[src/rtl/config_pkg.sv]
// Shared types and constants for the operand fetch sequencer.
package config_pkg;

    localparam int DATA_W   = 32;
    localparam int ADDR_W   = 16;
    localparam int OPCODE_W = 4;

    typedef logic [DATA_W-1:0]   data_t;
    typedef logic [2*DATA_W-1:0] w_data_t;
    typedef logic [ADDR_W-1:0]   addr_t;
    typedef logic [OPCODE_W-1:0] code_t;

    typedef struct packed {
        code_t opcode;
        addr_t addr_a;
        addr_t addr_b;
        addr_t addr_c;
    } uinstr_t;

    // Sequencer states
    typedef logic [1:0] state_t;
    localparam state_t ST_IDLE  = 2'd0;
    localparam state_t ST_ISSUE = 2'd1;
    localparam state_t ST_WAIT  = 2'd2;
    localparam state_t ST_HOLD  = 2'd3;

endpackage

[src/rtl/operand_collect.sv]
// Collects the four in-order read responses into staging registers and
// publishes A, B and the double-width C together when the last word lands.
module operand_collect
    import config_pkg::*;
(
    input  logic    clk,
    input  logic    arst_ni,
    input  logic    clr,
    input  logic    rsp_vld,
    input  data_t   rsp_data,
    output logic    done,
    output data_t   operand_a,
    output data_t   operand_b,
    output w_data_t operand_c
);

    logic [1:0] rsp_cnt;
    data_t      a_stage;
    data_t      b_stage;
    data_t      c_hi_stage;

    // The fourth response (C low word) completes the operation.
    assign done = rsp_vld && (rsp_cnt == 2'd3);

    // Response counter: selects which operand slot the next word fills.
    always_ff @(posedge clk or negedge arst_ni) begin
        if (!arst_ni) begin
            rsp_cnt <= '0;
        end else if (clr) begin
            rsp_cnt <= '0;
        end else if (rsp_vld) begin
            rsp_cnt <= rsp_cnt + 2'd1;
        end
    end

    // Stage the first three words; the last word goes straight to the output.
    always_ff @(posedge clk or negedge arst_ni) begin
        if (!arst_ni) begin
            a_stage    <= '0;
            b_stage    <= '0;
            c_hi_stage <= '0;
        end else if (rsp_vld && !clr) begin
            case (rsp_cnt)
                2'd0:    a_stage    <= rsp_data;
                2'd1:    b_stage    <= rsp_data;
                2'd2:    c_hi_stage <= rsp_data;
                default: ;
            endcase
        end
    end

    // Operand outputs only move on completion so they stay frozen otherwise.
    always_ff @(posedge clk or negedge arst_ni) begin
        if (!arst_ni) begin
            operand_a <= '0;
            operand_b <= '0;
            operand_c <= '0;
        end else if (done) begin
            operand_a <= a_stage;
            operand_b <= b_stage;
            operand_c <= {c_hi_stage, rsp_data};
        end
    end

endmodule

[src/rtl/operand_fetch_ctrl.sv]
// Operand fetch sequencer: accepts a micro-instruction, issues four reads
// (A, B, C high, C low) on a request/grant port, gathers the in-order
// responses and presents the assembled operation to the execution stage.
module operand_fetch_ctrl
    import config_pkg::*;
(
    input  logic    clk,
    input  logic    arst_ni,
    input  uinstr_t uinstr_i,
    input  logic    uinstr_valid_i,
    output logic    uinstr_ready_o,
    output logic    rd_req_o,
    output addr_t   rd_addr_o,
    input  logic    rd_gnt_i,
    input  logic    rd_data_valid_i,
    input  data_t   rd_data_i,
    output data_t   operand_a_o,
    output data_t   operand_b_o,
    output w_data_t operand_c_o,
    output code_t   op_code_o,
    output uinstr_t uinstr_o,
    output logic    op_valid_o,
    input  logic    op_ready_i,
    output logic    err_o
);

    state_t     state;
    state_t     state_nxt;
    uinstr_t    uinstr_q;
    logic [1:0] iss_cnt;
    logic       err_q;
    logic       accept;
    logic       grant;
    logic       rsp_vld;
    logic       done;

    assign accept  = (state == ST_IDLE) && uinstr_valid_i;
    assign grant   = rd_req_o && rd_gnt_i;
    // Responses are only meaningful while a fetch is outstanding.
    assign rsp_vld = rd_data_valid_i && ((state == ST_ISSUE) || (state == ST_WAIT));

    assign uinstr_ready_o = (state == ST_IDLE);
    assign rd_req_o       = (state == ST_ISSUE);
    assign op_valid_o     = (state == ST_HOLD);
    assign op_code_o      = uinstr_q.opcode;
    assign uinstr_o       = uinstr_q;
    assign err_o          = err_q;

    // Next-state logic for the fetch sequence.
    always_comb begin
        state_nxt = state;
        case (state)
            ST_IDLE:  if (uinstr_valid_i) state_nxt = ST_ISSUE;
            ST_ISSUE: if (grant && (iss_cnt == 2'd3)) state_nxt = ST_WAIT;
            ST_WAIT:  if (done) state_nxt = ST_HOLD;
            ST_HOLD:  if (op_ready_i) state_nxt = ST_IDLE;
            default:  state_nxt = ST_IDLE;
        endcase
    end

    // Read address follows the issue count; C low wraps within the address space.
    always_comb begin
        rd_addr_o = '0;
        if (rd_req_o) begin
            case (iss_cnt)
                2'd0:    rd_addr_o = uinstr_q.addr_a;
                2'd1:    rd_addr_o = uinstr_q.addr_b;
                2'd2:    rd_addr_o = uinstr_q.addr_c;
                default: rd_addr_o = uinstr_q.addr_c + addr_t'(1);
            endcase
        end
    end

    // State register.
    always_ff @(posedge clk or negedge arst_ni) begin
        if (!arst_ni) begin
            state <= ST_IDLE;
        end else begin
            state <= state_nxt;
        end
    end

    // Latch the micro-instruction and restart the issue count on acceptance.
    always_ff @(posedge clk or negedge arst_ni) begin
        if (!arst_ni) begin
            uinstr_q <= '0;
            iss_cnt  <= '0;
        end else if (accept) begin
            uinstr_q <= uinstr_i;
            iss_cnt  <= '0;
        end else if (grant) begin
            iss_cnt  <= iss_cnt + 2'd1;
        end
    end

    // Sticky flag for responses that arrive with no fetch outstanding.
    always_ff @(posedge clk or negedge arst_ni) begin
        if (!arst_ni) begin
            err_q <= 1'b0;
        end else if (rd_data_valid_i && ((state == ST_IDLE) || (state == ST_HOLD))) begin
            err_q <= 1'b1;
        end
    end

    operand_collect u_collect (
        .clk       (clk),
        .arst_ni   (arst_ni),
        .clr       (accept),
        .rsp_vld   (rsp_vld),
        .rsp_data  (rd_data_i),
        .done      (done),
        .operand_a (operand_a_o),
        .operand_b (operand_b_o),
        .operand_c (operand_c_o)
    );

endmodule

[config.mk]
export PLATFORM = sky130hd
export DESIGN_NAME = operand_fetch_ctrl
export DESIGN_NICKNAME = d
export VERILOG_FILES = /design/src/rtl/config_pkg.sv /design/src/rtl/operand_collect.sv /design/src/rtl/operand_fetch_ctrl.sv
export SDC_FILE = /design/constraint.sdc
export NUM_CORES = 1
export LEC_CHECK = 0
export ABC_CLOCK_PERIOD_IN_PS = 2240
export CELL_PAD_IN_SITES_DETAIL_PLACEMENT = 2
export CELL_PAD_IN_SITES_GLOBAL_PLACEMENT = 2
export CORE_ASPECT_RATIO = 1.4
export CORE_MARGIN = 5
export CORE_UTILIZATION = 34
export DETAILED_ROUTE_END_ITERATION = 10
export GPL_ROUTABILITY_DRIVEN = 0
export HOLD_SLACK_MARGIN = 0.1
export PLACE_DENSITY_LB_ADDON = 0.1
export REMOVE_ABC_BUFFERS = 1
export SLEW_MARGIN = 5
export SYNTH_ARGS = -nofsm -noshare
export SYNTH_HDL_FRONTEND = slang
export SYNTH_SLANG_ARGS = --single-unit
[constraint.sdc]
create_clock -name clk -period 2.24 [get_ports clk]
set_input_delay 0.448 -clock clk [delete_from_list [all_inputs] [get_ports clk]]
set_output_delay 0.448 -clock clk [all_outputs]
set_load 0.01 [all_outputs]
# Yosys cells after proc, flatten, opt, wreduce, memory -nomap -nowiden
# Index checks and enable logic that the tools add are counted.
# classes
add_sub_neg	3
eq_ne	13
mux	11
n_reduce_logical	19
# op_table
operator	count
case mux 16 bit (3 select lines)	1
adder 16 x 1 -> 16 bit, second input constant	1
two-way mux 16 bit	1
two-way mux 2 bit	8
== test 2 bit, second input constant	6
case mux 2 bit (4 select lines)	1
logical AND 1 bit	7
== test 2 x 1 -> 1 bit, second input constant	3
zero test 2 bit	3
AND reduction 2 bit	3
adder 2 x 1 -> 2 bit, second input constant	2
inequality test 2 x 1 -> 1 bit, second input constant	2
inequality test 2 bit, second input constant	2
AND reduction 4 bit	1
nonzero test 2 bit	2
logical OR 1 bit	2
zero test 1 bit	1
# totals
reg_bits	283
input_bits	90
out_inout_bits	204
word_cells	60

# Depth between registers and ports, before layout
# Gate-level depths: netlist (run 1).
# depth
ltp_word	6
ltp_mapped	8

# Hierarchy
# Synthesis (run 1) repeated with hierarchy kept, for this count alone.
# unflattened
hier_cells	774
area_unflattened_um2	11781.3
# modules_own_cells
module	instances	cells_per_inst	area_per_inst_um2	seq_area_each_um2
operand_collect	1	489	8665.8	5655.4
operand_fetch_ctrl	1	285	3115.5	1426.4

# Least setup slack after synthesis (run 1)
# OpenSTA, ideal clock, no wires.
# synth_path
path_kind	flip-flop to output port
startpoint	register uinstr_q, in the netlist uinstr_o[0]
endpoint	output port rd_addr_o[12]
t_arrival_ps	1646
required_time_ps	1792
setup_slack_ps	146
path_stages_with_launch	5
path_cell_list	dfrtp_1 ha_1 nand4_4 or4_1 a31oi_1
# synth_via
elab_chain_cells	3
# synth_lines
item	line	rtl
from (decl)	operand_fetch_ctrl.sv:29	uinstr_t uinstr_q;
from (signal assigned)	operand_fetch_ctrl.sv:89	uinstr_q <= uinstr_i;
adder 16 x 1 -> 16 bit	operand_fetch_ctrl.sv:69	default: rd_addr_o = uinstr_q.addr_c + addr_t'(1);
case mux 16 bit (3 select lines)	operand_fetch_ctrl.sv:65	case (iss_cnt)
two-way mux 16 bit	operand_fetch_ctrl.sv:64	if (rd_req_o) begin
to (decl)	operand_fetch_ctrl.sv:13	output addr_t rd_addr_o,
# No other way between the ends.

# Final worst setup path (run 1)
# layout_path
startpoint	register iss_cnt[0]
endpoint	output port rd_addr_o[9]
# layout_via
elab_chain_cells	3
word_cells_on_any_way	5
# layout_lines
item	line	rtl
from (decl)	operand_fetch_ctrl.sv:30	logic [1:0] iss_cnt;
from (signal assigned)	operand_fetch_ctrl.sv:92	iss_cnt <= iss_cnt + 2'd1;
== test 2 bit, or another cell as far along	operand_fetch_ctrl.sv:65	
case mux 16 bit (3 select lines) (*)	operand_fetch_ctrl.sv:65	
two-way mux 16 bit (*)	operand_fetch_ctrl.sv:64	
# Every way passes the cells marked *; elsewhere a longest branch is shown, timed or not.

==> results of run 1 <==
==> registers in the layout, summed over array words and instances (netlist names) <==
name / count
u_collect.rsp_cnt: 2
u_collect.a_stage: 32
iss_cnt: 2
err_o: 1
op_code_o: 4
u_collect.operand_b: 32
u_collect.operand_c: 64
u_collect.operand_a: 32
state: 2
u_collect.b_stage: 32
u_collect.c_hi_stage: 32
uinstr_o: 48
==> layout by cell type, fill, tap and decap left out, types with 4 or more instances in the layout <==
master,count
nor4_4,4
nor3_1,6
buf_12,16
buf_6,13
dfrtp_1,278
clkbuf_16,31
buf_2,15
a222oi_1,5
a22oi_2,7
o21ai_1,6
xnor2_1,4
mux2_1,26
clkdlybuf4s50_1,270
inv_2,5
nor2_1,7
dfrtp_2,5
nand2_1,23
mux2_2,249
ha_4,5
a21oi_1,11
buf_4,52
clkbuf_1,5
nand3_1,4
o31a_1,4
inv_1,10
ha_1,8
clkbuf_8,10
==> per-layer routing <==
metal	up-vias	global-route usage (%)	share of wire, %
li1	3472	-	-
met1	4096	20.4	37
met2	234	34.9	54
met3	54	4.83	6.5
met4	0	4.17	2.1
met5	-	0	0
==> how the worst min path moves through the flow <==
stage / start / end / slack, ns / depth (start not counted)
global placement: arst_ni / op_code_o[1]$_DFFE_PN0P_ / 0.37 / 1
global route: arst_ni / uinstr_o[22]$_DFFE_PN0P_ / 0.40 / 2
floorplan: arst_ni / err_o$_DFFE_PN0P_ / 0.15 / 0
detailed placement: arst_ni / uinstr_o[22]$_DFFE_PN0P_ / 0.38 / 1
CTS: arst_ni / op_code_o[1]$_DFFE_PN0P_ / 0.37 / 2
finish: arst_ni / op_code_o[1]$_DFFE_PN0P_ / 0.39 / 2
==> kinds of logic (layout without fill, tap and decap cells) <==
group	after synthesis	after routing	share of synthesized area (%)
buf+inv	61	446	2.96
other cells	0	2	0
mux	278	278	26.9
xor+xnor	6	6	0.452
simple gates	76	76	3.96
compound gates	55	55	3.17
fa+ha+maj	15	15	1.61
flops	283	283	60.9
==> layout make-up <==
cell class / instances / area [sq um] / share of cell area [%]
repair buffers: 375 / 3740 / 22.1
inverters: 15 / 56.3 / 0.332
clock buffers: 46 / 932 / 5.50
diodes: 2 / 5.00 / 0.0295
well taps: 451 / 564 / 3.33
multi-input cells: 430 / 4420 / 26.1
flip-flops and latches: 283 / 7090 / 41.8
clock inverters: 10 / 138 / 0.813
==> metrics by stage <==
| stage | setup slack (ns) | area (sq um) | hold slack (ns) |
|---|---|---|---|
| after global placement | -0.361 | 15500 | 0.370 |
| after detailed placement | -0.447 | 15500 | 0.375 |
| after global routing | -0.520 | 16900 | 0.399 |
| final | -0.440 | 16900 | 0.389 |
| after CTS | -0.400 | 16900 | 0.367 |
| after floorplan | -3.02 | 11300 | 0.152 |
==> worst max-delay path, stage by stage, from the launching register on <==
cell     delay (ns)
dfrtp_1        0.40
buf_6          0.14
buf_6          0.11
ha_4           0.20
buf_6          0.17
a22oi_1        0.18
o21ai_1        0.08
o31a_1         0.24
buf_2          0.15
==> where the power goes <==
part / switching (mW) / internal (mW) / total [mW]
registers: 1.56 / 7.53 / 9.09
logic: 4.62 / 6.38 / 11.0
clock network: 2.04 / 3.20 / 5.25
total: 8.23 / 17.1 / 25.3
==> timing repair <==
item,in CTS,in global routing
hold buffers,1,0
pin swaps,23,10
hold endpoints to repair,32,0
resized for setup,131,19
endpoints found under the setup margin,18,19
cloned,0,0
buffers inserted,17,3
==> key figures, run 1 <==
Setup path
  – Crit path launch: iss_cnt[0]$_DFFE_PN0P_
  – Critical path endpoint category: output port
  – CP Max Fanout: 9
  – CP Data Required Time: 1.79 ns
  – R2r endpoint: state[0]$_DFFE_PN0P_
  – Setup Crit Path Kind: register to output port
  – Reg-to-Reg Start: state[1]$_DFFE_PN0P_
  – Arr. time, crit path: approximately 2.2 ns
  – Cells on worst reg2reg path: 5
  – Crit path launch type: register
  – Crit path to: rd_addr_o[9]
  – R2R Setup Slk: between 0.2 and 0.3 ns

Logic synthesis
  – Cells after Synth: ~770
  – Mean Syn Cell Area: around 15 sq um
  – Count leader, synth: dfrtp_1
  – Post-synth EDFFs: 0
  – Yosys reg bits: ~280
  – Yosys top cell area share: 60.9%
  – Post-synth top cells: dfrtp_1 (283), mux2_2 (249), mux2_1 (26), nand2_1 (24), buf_2 (20)
  – Seq/Total Area, Yosys: 60.9%
  – Synth unique cells: between 40 and 50
  – Ys Warns: 0
  – Synth area leaders: dfrtp_1 (61%), mux2_2 (24%), mux2_1 (2.5%)
  – Post-synth top area cell: dfrtp_1
  – Top_reg_cell synth: dfrtp_1
  – Synthesized area: 11600 sq um
  – Async SR Flop Fraction: 100%

Timing
  – Minimum clock period: 2.68 ns
  – Slew margin rel.: 68.4%
  – Fmax: 0.373 GHz
  – Final setup skew: 0.0138 ns
  – Fin. max-slew vios: 0
  – Fin. Hold Viols: 0
  – RSZ-0062 raised after global routing: true
  – Sum Neg Setup Slack: -5.35 ns
  – Worst-Margin Slew: 0.474 ns
  – Fin worst setup slack: -0.440 ns
  – Fin crit share: 120%
  – Endpoints failing setup: 16

Finish
  – Layout cells sized above 1: 38.5%
  – Layout area overhead: 45.7%
  – # nets final: 1240
  – Fill cells: 3176
  – Post-route insts no fill: around 1600
  – Final Util: roughly 50%

Place
  – Post-Place Cells: 1535
  – IO Port Bufs: 293
  – Post-DP HPWL: around 25000 um

Detailed routing
  – Antenna violation net count after detailed routing: 0
  – Residual DRC count: 0
  – Drt wl/cell: 22.1 um
  – Routed via count: 7856
  – DR pass1 iterations: 5
  – Number of DRC markers in iteration 0: 269
  – Routed wire length: 35700 um
  – Vias per inst: 4.87

GRT
  – Vias in the first global route: 8916
  – Gr usage total: 18.4%
  – Largest net degree at the start of global routing: 73
  – Initial antenna violation count: 0
  – Global route overflow: 0
  – First-pass GRT wire length: 55300 um

Clocking
  – Clk root buf: clkbuf_16
  – Clk slew on worst S/H paths: 0.06 ns
  – Sink Count: 283
  – Clock latency on the worst-skew pair: 0.56 ns
  – CTS tree: yes
  – Max clock buf depth: 3
  – H-tree depth: 1
  – CTS Buf Count: 30

Die
  – Core Rows: 80
  – # IOs: 294
  – Initial Utilization: 34.2%
  – Die area: roughly 38000 sq um
  – Die span in y: 229 um
  – Core Box Area: 33900 sq um
  – Die Width: between 150 and 200 um

Status
  – Status: complete, but fails checks
  – Failing checks: negative setup slack

Worst hold path
  – Path category of the worst min-delay check: input pin to async pin

Pwr
  – PwrDens: 1500 nW/um^2
  – P_leak: 7.47 nW
  – Worst VDD drop: 836 uV
  – PnR Total Power: between 20 and 30 mW

Flow run
  – Maxcap violations: 0
(Power assumes the default switching activity.)
==> run 2, diff against run 1 <==
--- a/config.mk
+++ b/config.mk
@@ -5,15 +5,16 @@
 export SDC_FILE = /design/constraint.sdc
 export NUM_CORES = 1
 export LEC_CHECK = 0
+export ABC_AREA = 1
 export ABC_CLOCK_PERIOD_IN_PS = 2240
 export CELL_PAD_IN_SITES_DETAIL_PLACEMENT = 2
 export CELL_PAD_IN_SITES_GLOBAL_PLACEMENT = 2
 export CORE_ASPECT_RATIO = 1.4
 export CORE_MARGIN = 5
-export CORE_UTILIZATION = 34
+export CORE_UTILIZATION = 29
 export DETAILED_ROUTE_END_ITERATION = 10
 export GPL_ROUTABILITY_DRIVEN = 0
-export HOLD_SLACK_MARGIN = 0.1
+export HOLD_SLACK_MARGIN = 0.12
 export PLACE_DENSITY_LB_ADDON = 0.1
 export REMOVE_ABC_BUFFERS = 1
 export SLEW_MARGIN = 5
==> run 2 against run 1 <==
Compared with the run above:
- the run still ends with negative setup slack left
- core utilization fell by 7.1 points
- fmax rose by 8.2%
- setup slack improved by 0.20 ns
- critical path type unchanged
- first-iteration DRC count rose by 19%
- non-clock buffer count fell by 13
- combinational power fell by 15%
- sequential share of layout area rose by 0.30 points
- worst hold slack improved by 0.019 ns
==> key figures, run 2 <==
Finish
  – ANT cells: 0
  – Post-route insts no fill: 2185
  – Multi-input logic area: 3990 sq um
  – Commonest non-fill, non-tap cell in the layout: nand2_1
  – Most frequent cells in the layout: nand2_1 (611), dfrtp_1 (280), clkdlybuf4s50_1 (271)
  – Layout area overhead: 46.2%
  – Final Instance Area: about 17000 sq um
  – # nets final: about 1700
  – Reg with most FFs: u_collect.operand_c
  – Fill cells: 4272
  – Max reg flops: 64
  – Reg area: just over 7000 sq um
  – Layout cells sized above 1: between 10% and 20%

Logic synthesis
  – Post-synth EDFFs: 0
  – Synth unique cells: 30
  – Ys Warns: 0
  – Post-synth top area cell: dfrtp_1
  – Count leader, synth: nand2_1
  – Mean Syn Cell Area: 8.79 sq um
  – Post-synth top cells: nand2_1 (623), dfrtp_1 (283), o21ai_1 (96), inv_1 (73), o21ai_0 (60)
  – Synth area leaders: dfrtp_1 (62%), nand2_1 (20%), o21ai_1 (4.2%)
  – Cells after Synth: 1308
  – Yosys reg bits: between 200 and 300
  – Async SR Flop Fraction: 100%
  – Top_reg_cell synth: dfrtp_1
  – Synthesized area: approximately 11000 sq um
  – Seq/Total Area, Yosys: 61.6%
  – Yosys top cell area share: between 60% and 70%

Timing
  – Sum Neg Setup Slack: -2.93 ns
  – Minimum clock period: approximately 2.5 ns
  – Final setup skew: between 0.02 and 0.025 ns
  – Fin. max-slew vios: 0
  – Fmax: 0.404 GHz
  – Fin worst setup slack: -0.236 ns
  – Fin. Hold Viols: 0
  – Slew margin rel.: 69.8%
  – Hold WS: slightly above 0.4 ns
  – Fin crit share: 111%
  – RSZ-0062 raised after global routing: true
  – Endpoints failing setup: 16
  – Worst-Margin Slew: 0.452 ns

Clocking
  – Clk slew on worst S/H paths: 0.06 ns
  – CTS Buf Count: 30
  – CTS tree: yes
  – Sink Count: 283
  – H-tree depth: 1
  – Clock latency on the worst-skew pair: 0.57 ns
  – Max clock buf depth: 3
  – Clk root buf: clkbuf_16

Setup path
  – CP max stage cell: dfrtp_2
  – Critical path endpoint category: output port
  – Crit path cell chain: inv_4 -> buf_6 -> ha_4 -> buf_12 -> a221oi_1 -> nor3_1 -> buf_2
  – Crit path launch type: register
  – Setup Crit Path Kind: register to output port
  – Worst Path Buf+Inv: 4
  – CP Data Required Time: 1.79 ns
  – CP delay by family, top: buffers and inverters
  – CP Max Fanout: 8
  – Delay of the slowest cell on the worst path: 0.46 ns
  – Arr. time, crit path: ~2.0 ns

GRT
  – Vias in the first global route: 11494
  – Gr usage total: 19.0%
  – Global route overflow: 0
  – Initial antenna violation count: 0
  – First-pass GRT wire length: 65900 um
  – Largest net degree at the start of global routing: 74

Place
  – Pre-CTS setup slack: -0.133 ns
  – Post-DP HPWL: just under 30000 um
  – DP Area: 15500 sq um
  – IO Port Bufs: 293
  – Post-Place Cells: 2117

Die
  – Die span in y: 246 um
  – Die area: about 44000 sq um
  – Core Box Area: approximately 40000 sq um
  – Die Width: 178 um
  – Initial Utilization: 29.3%
  – # IOs: 294
  – Core Rows: 86

Detailed routing
  – Routed via count: roughly 10000
  – Vias per inst: 4.59
  – DR pass1 iterations: 4
  – Routed wire length: 41800 um
  – Number of DRC markers in iteration 0: 319
  – Drt wl/cell: approximately 19 um
  – Residual DRC count: 0
  – Antenna violation net count after detailed routing: 0

Pwr
  – P_leak: 8.25 nW
  – PwrDens: 1390 nW/um^2
  – Worst VDD drop: around 550 uV

Status
  – Status: complete, but fails checks
  – Failing checks: negative setup slack

Worst hold path
  – Path category of the worst min-delay check: input pin to async pin

Flow run
  – Maxcap violations: 0
==> run 2: changes by cell type after synthesis, sizes merged, moves of 8 or more <==
cell	before	now
a22oi	10	0
nand3	8	20
nor2	9	18
a21oi	14	22
clkbuf	11	31
inv	15	74
o21ai	10	156
nand2	27	627
mux2	275	0
==> run 2: report_power, final <==
group / internal, mW / switching (mW) / total (mW)
Clock: 3.19 / 2.16 / 5.35
Combinational: 4.61 / 4.71 / 9.32
Sequential: 7.17 / 1.48 / 8.65
Total: 15.0 / 8.35 / 23.3
==> run 2: cell type report <==
type | count | area share (%)
Tap cell | 528 | 3.93
Clock buffer | 44 | 5.26
Sequential cell | 283 | 42.1
Multi-Input combinational cell | 881 | 23.7
Timing Repair Buffer | 362 | 22.2
Clock inverter | 12 | 1.00
Inverter | 75 | 1.71
==> run 2: cells by family (layout without fill, tap and decap cells) <==
family	count (synthesis)	after routing	share of synthesized area (%)
AO/OA/AOI/OAI	196	196	8.81
XOR/XNOR	1	1	0.0762
adder cells (fa/ha/maj)	15	15	1.63
buffers and inverters	144	493	5.36
flip-flops	283	283	61.6
AND/OR/NAND/NOR	669	669	22.5
==> run 2: metal layers <==
layer	track usage [%]	vias to the layer above	routed length, um
li1	-	4734	-
met1	21.3	5012	16000
met2	36.4	228	22600
met3	3.83	48	2340
met4	4.47	0	884
met5	0	-	0
==> run 2: repair_timing <==
| action | in CTS | in global routing |
|---|---|---|
| resized for setup | 117 | 30 |
| hold endpoints to repair | 39 | 0 |
| cloned | 1 | 0 |
| hold buffers | 1 | 0 |
| buffers inserted | 9 | 1 |
| endpoints found under the setup margin | 20 | 19 |
| pin swaps | 16 | 20 |
==> run 2: worst paths after layout <==
check / slack, ns / endpoint / start / cells past startpoint
worst min-delay path: 0.41 / uinstr_o[32]$_DFFE_PN0P_ / arst_ni / 2
worst min register to register: 0.47 / u_collect.operand_b[5]$_DFFE_PN0P_ / u_collect.b_stage[5]$_DFFE_PN0P_ / 2
max in group asynchronous: 1.06 / u_collect.c_hi_stage[5]$_DFFE_PN0P_ / arst_ni / 3
worst max-delay path: -0.24 / rd_addr_o[2] / iss_cnt[0]$_DFFE_PN0P_ / 7
min in group clk: 0.42 / uinstr_o[12]$_DFFE_PN0P_ / uinstr_i[12] / 3
worst max register to register: 0.41 / u_collect.a_stage[11]$_DFFE_PN0P_ / state[0]$_DFFE_PN0P_ / 8
==> run 2: stage by stage <==
step,power [mW],utilization [%]
floorplan,12.1,-
global placement,17.4,39.4
detailed placement,17.7,39.4
CTS,23.7,42.6
global route,25.0,42.8
finish,23.3,42.8
==> run 3, diff against run 2 <==
--- a/config.mk
+++ b/config.mk
@@ -6,12 +6,13 @@
 export NUM_CORES = 1
 export LEC_CHECK = 0
 export ABC_AREA = 1
-export ABC_CLOCK_PERIOD_IN_PS = 2240
+export ABC_CLOCK_PERIOD_IN_PS = 2650
 export CELL_PAD_IN_SITES_DETAIL_PLACEMENT = 2
 export CELL_PAD_IN_SITES_GLOBAL_PLACEMENT = 2
 export CORE_ASPECT_RATIO = 1.4
 export CORE_MARGIN = 5
 export CORE_UTILIZATION = 29
+export CTS_CLUSTER_SIZE = 30
 export DETAILED_ROUTE_END_ITERATION = 10
 export GPL_ROUTABILITY_DRIVEN = 0
 export HOLD_SLACK_MARGIN = 0.12
@@ -21,3 +22,4 @@
 export SYNTH_ARGS = -nofsm -noshare
 export SYNTH_HDL_FRONTEND = slang
 export SYNTH_SLANG_ARGS = --single-unit
+export TNS_END_PERCENT = 10
==> constraint.sdc (replaced) <==
create_clock -name clk -period 2.65 [get_ports clk]
set_input_delay 0.53 -clock clk [delete_from_list [all_inputs] [get_ports clk]]
set_output_delay 0.53 -clock clk [all_outputs]
set_load 0.01 [all_outputs]
==> run 3 against run 2 <==
Compared with the run above:
- the flow now finishes without violations
- largest cell class unchanged
- die area unchanged
- register-to-register slack better by 0.15 ns
- critical path type unchanged
- setup slack improved by 0.24 ns
- clock skew shrank 0.00078 ns
- cell area down 1.8%
- largest power group unchanged
==> key figures, run 3 (synthesis gave the netlist of run 2 again) <==
Status
  – Status: finished, final reports clean

Clocking
  – Clock latency on the worst-skew pair: between 0.5 and 0.6 ns
  – CTS Buf Count: 34
  – Clk root buf: clkbuf_16
  – H-tree depth: 2
  – Max clock buf depth: 3
  – Sink Count: ~280
  – CTS tree: yes
  – Clk slew on worst S/H paths: 0.06 ns

Setup path
  – CP Data Required Time: 2.12 ns
  – Crit path launch type: register
  – Critical path endpoint category: output port
  – CP Max Fanout: 14
  – Setup Crit Path Kind: register to output port
  – Arr. time, crit path: 2.12 ns

Flow run
  – Maxcap violations: 0

Timing
  – Fin. Hold Viols: 0
  – Sum Neg Setup Slack: 0 ns
  – Minimum clock period: between 2 and 3 ns
  – Slew margin rel.: between 50% and 60%
  – Endpoints failing setup: 0
  – RSZ-0062 raised after global routing: true
  – Fin. max-slew vios: 0
  – Final setup skew: 0.0208 ns
  – Fin crit share: 99.8%
  – Fmax: 0.378 GHz
  – Worst-Margin Slew: 0.651 ns

Finish
  – Layout cells sized above 1: 9.11%
  – ANT cells: 0
  – Commonest non-fill, non-tap cell in the layout: nand2_1
  – Layout area overhead: 43.6%
  – Reg with most FFs: u_collect.operand_c
  – Max reg flops: 64
  – Fill cells: between 4000 and 5000
  – Most frequent cells in the layout: nand2_1 (621), dfrtp_1 (277), clkdlybuf4s50_1 (276)
  – # nets final: 1722

Die
  – Die span in y: 246 um
  – Initial Utilization: 29.3%
  – Core Box Area: 39300 sq um
  – Die Width: ~180 um
  – Core Rows: 86
  – # IOs: 294
  – Die area: 43800 sq um

Pwr
  – PnR Total Power: roughly 20 mW
  – PwrDens: 1180 nW/um^2
  – Worst VDD drop: roughly 460 uV
  – P_leak: 8.10 nW

Worst hold path
  – Path category of the worst min-delay check: register to register

Detailed routing
  – Routed via count: 10065
  – Antenna violation net count after detailed routing: 0
  – Drt wl/cell: roughly 19 um
  – Number of DRC markers in iteration 0: approximately 370
  – Routed wire length: 41400 um
  – DR pass1 iterations: 4
  – Vias per inst: approximately 4.7
  – Residual DRC count: 0

GRT
  – Gr usage total: 18.8%
  – Global route overflow: 0
  – Initial antenna violation count: 0
  – Vias in the first global route: 11479
  – Largest net degree at the start of global routing: around 100
  – First-pass GRT wire length: 64900 um

Place
  – IO Port Bufs: 293
  – Post-DP HPWL: 28700 um
run 3: changes by cell type in the layout (fill, tap and decap cells not counted), moves of 7 or more:
| cell | previous run | this run |
|---|---|---|
| o21ai_1 | 104 | 97 |
| nand2_2 | 11 | 3 |
| buf_6 | 14 | 2 |
| clkbuf_2 | 0 | 7 |
| buf_12 | 21 | 13 |
| nand2_1 | 611 | 621 |
| o21ai_0 | 52 | 59 |
| buf_4 | 42 | 30 |
run 3: worst paths after layout:
kind                                                       from                                    to  slack [ns]  cells after the start
hold reg to reg            u_collect.c_hi_stage[26]$_DFFE_PN0P_   u_collect.operand_c[58]$_DFFE_PN0P_        0.47                      2
setup / recovery                         iss_cnt[1]$_DFFE_PN0P_                          rd_addr_o[2]       0.004                      7
hold / removal             u_collect.c_hi_stage[26]$_DFFE_PN0P_   u_collect.operand_c[58]$_DFFE_PN0P_        0.47                      2
max in group asynchronous                               arst_ni  u_collect.c_hi_stage[26]$_DFFE_PN0P_        1.28                      3
setup reg to reg                           state[0]$_DFFE_PN0P_      u_collect.b_stage[8]$_DFFE_PN0P_        0.56                      8
min in group asynchronous                               arst_ni              uinstr_o[40]$_DFFE_PN0P_        0.55                      2
run 3: what timing repair did:
action	in CTS	in global routing
cloned	2	0
hold buffers	1	0
hold endpoints to repair	50	0
resized for setup	61	24
endpoints found under the setup margin	16	16
buffers inserted	12	1
pin swaps	3	0
run 3: critical path, cell delays in order, from the launching register on:
cell,delay (ns)
dfrtp_1,0.43
inv_2,0.09
ha_1,0.19
buf_6,0.16
buf_4,0.15
a221oi_2,0.21
nor3_1,0.06
dlygate4sd2_1,0.30
run 3: area by class of cell:
type | instances | area [sq um] | share of cell area (%)
sequential | 283 | 7090 | 42.9
multi-input combinational | 881 | 3910 | 23.7
timing repair buffer | 342 | 3450 | 20.9
clock buffer | 44 | 960 | 5.81
tap | 528 | 661 | 4.00
inverter | 75 | 287 | 1.73
clock inverter | 10 | 156 | 0.947
run 3: power by group:
group | total [mW] | leakage [nW] | switching (mW) | internal [mW]
registers | 7.34 | 3.66 | 1.27 | 6.07
logic | 7.50 | 3.90 | 3.88 | 3.62
clock network | 4.68 | 0.541 | 1.83 | 2.85
run 3: routing by layer:
metal | GRT usage, % | share of wire, %
met5 | 0 | 0
met2 | 35.2 | 53
met4 | 4.81 | 2.1
met3 | 4.81 | 6.4
met1 | 21.0 | 38
run 3: through the flow:
stage | setup WS [ns] | hold slack, ns | std cells | cell area [sq um] | util [%]
floorplan | -1.92 | 0.234 | 1239 | 11200 | -
global placement | 0.200 | 0.452 | 2093 | 15200 | 38.6
detailed placement | 0.152 | 0.461 | 2093 | 15200 | 38.6
CTS | -0.217 | 0.478 | 2162 | 16500 | 42.0
global route | -0.0938 | 0.491 | 2163 | 16500 | 42.0
finish | 0.00434 | 0.470 | 2163 | 16500 | 42.0
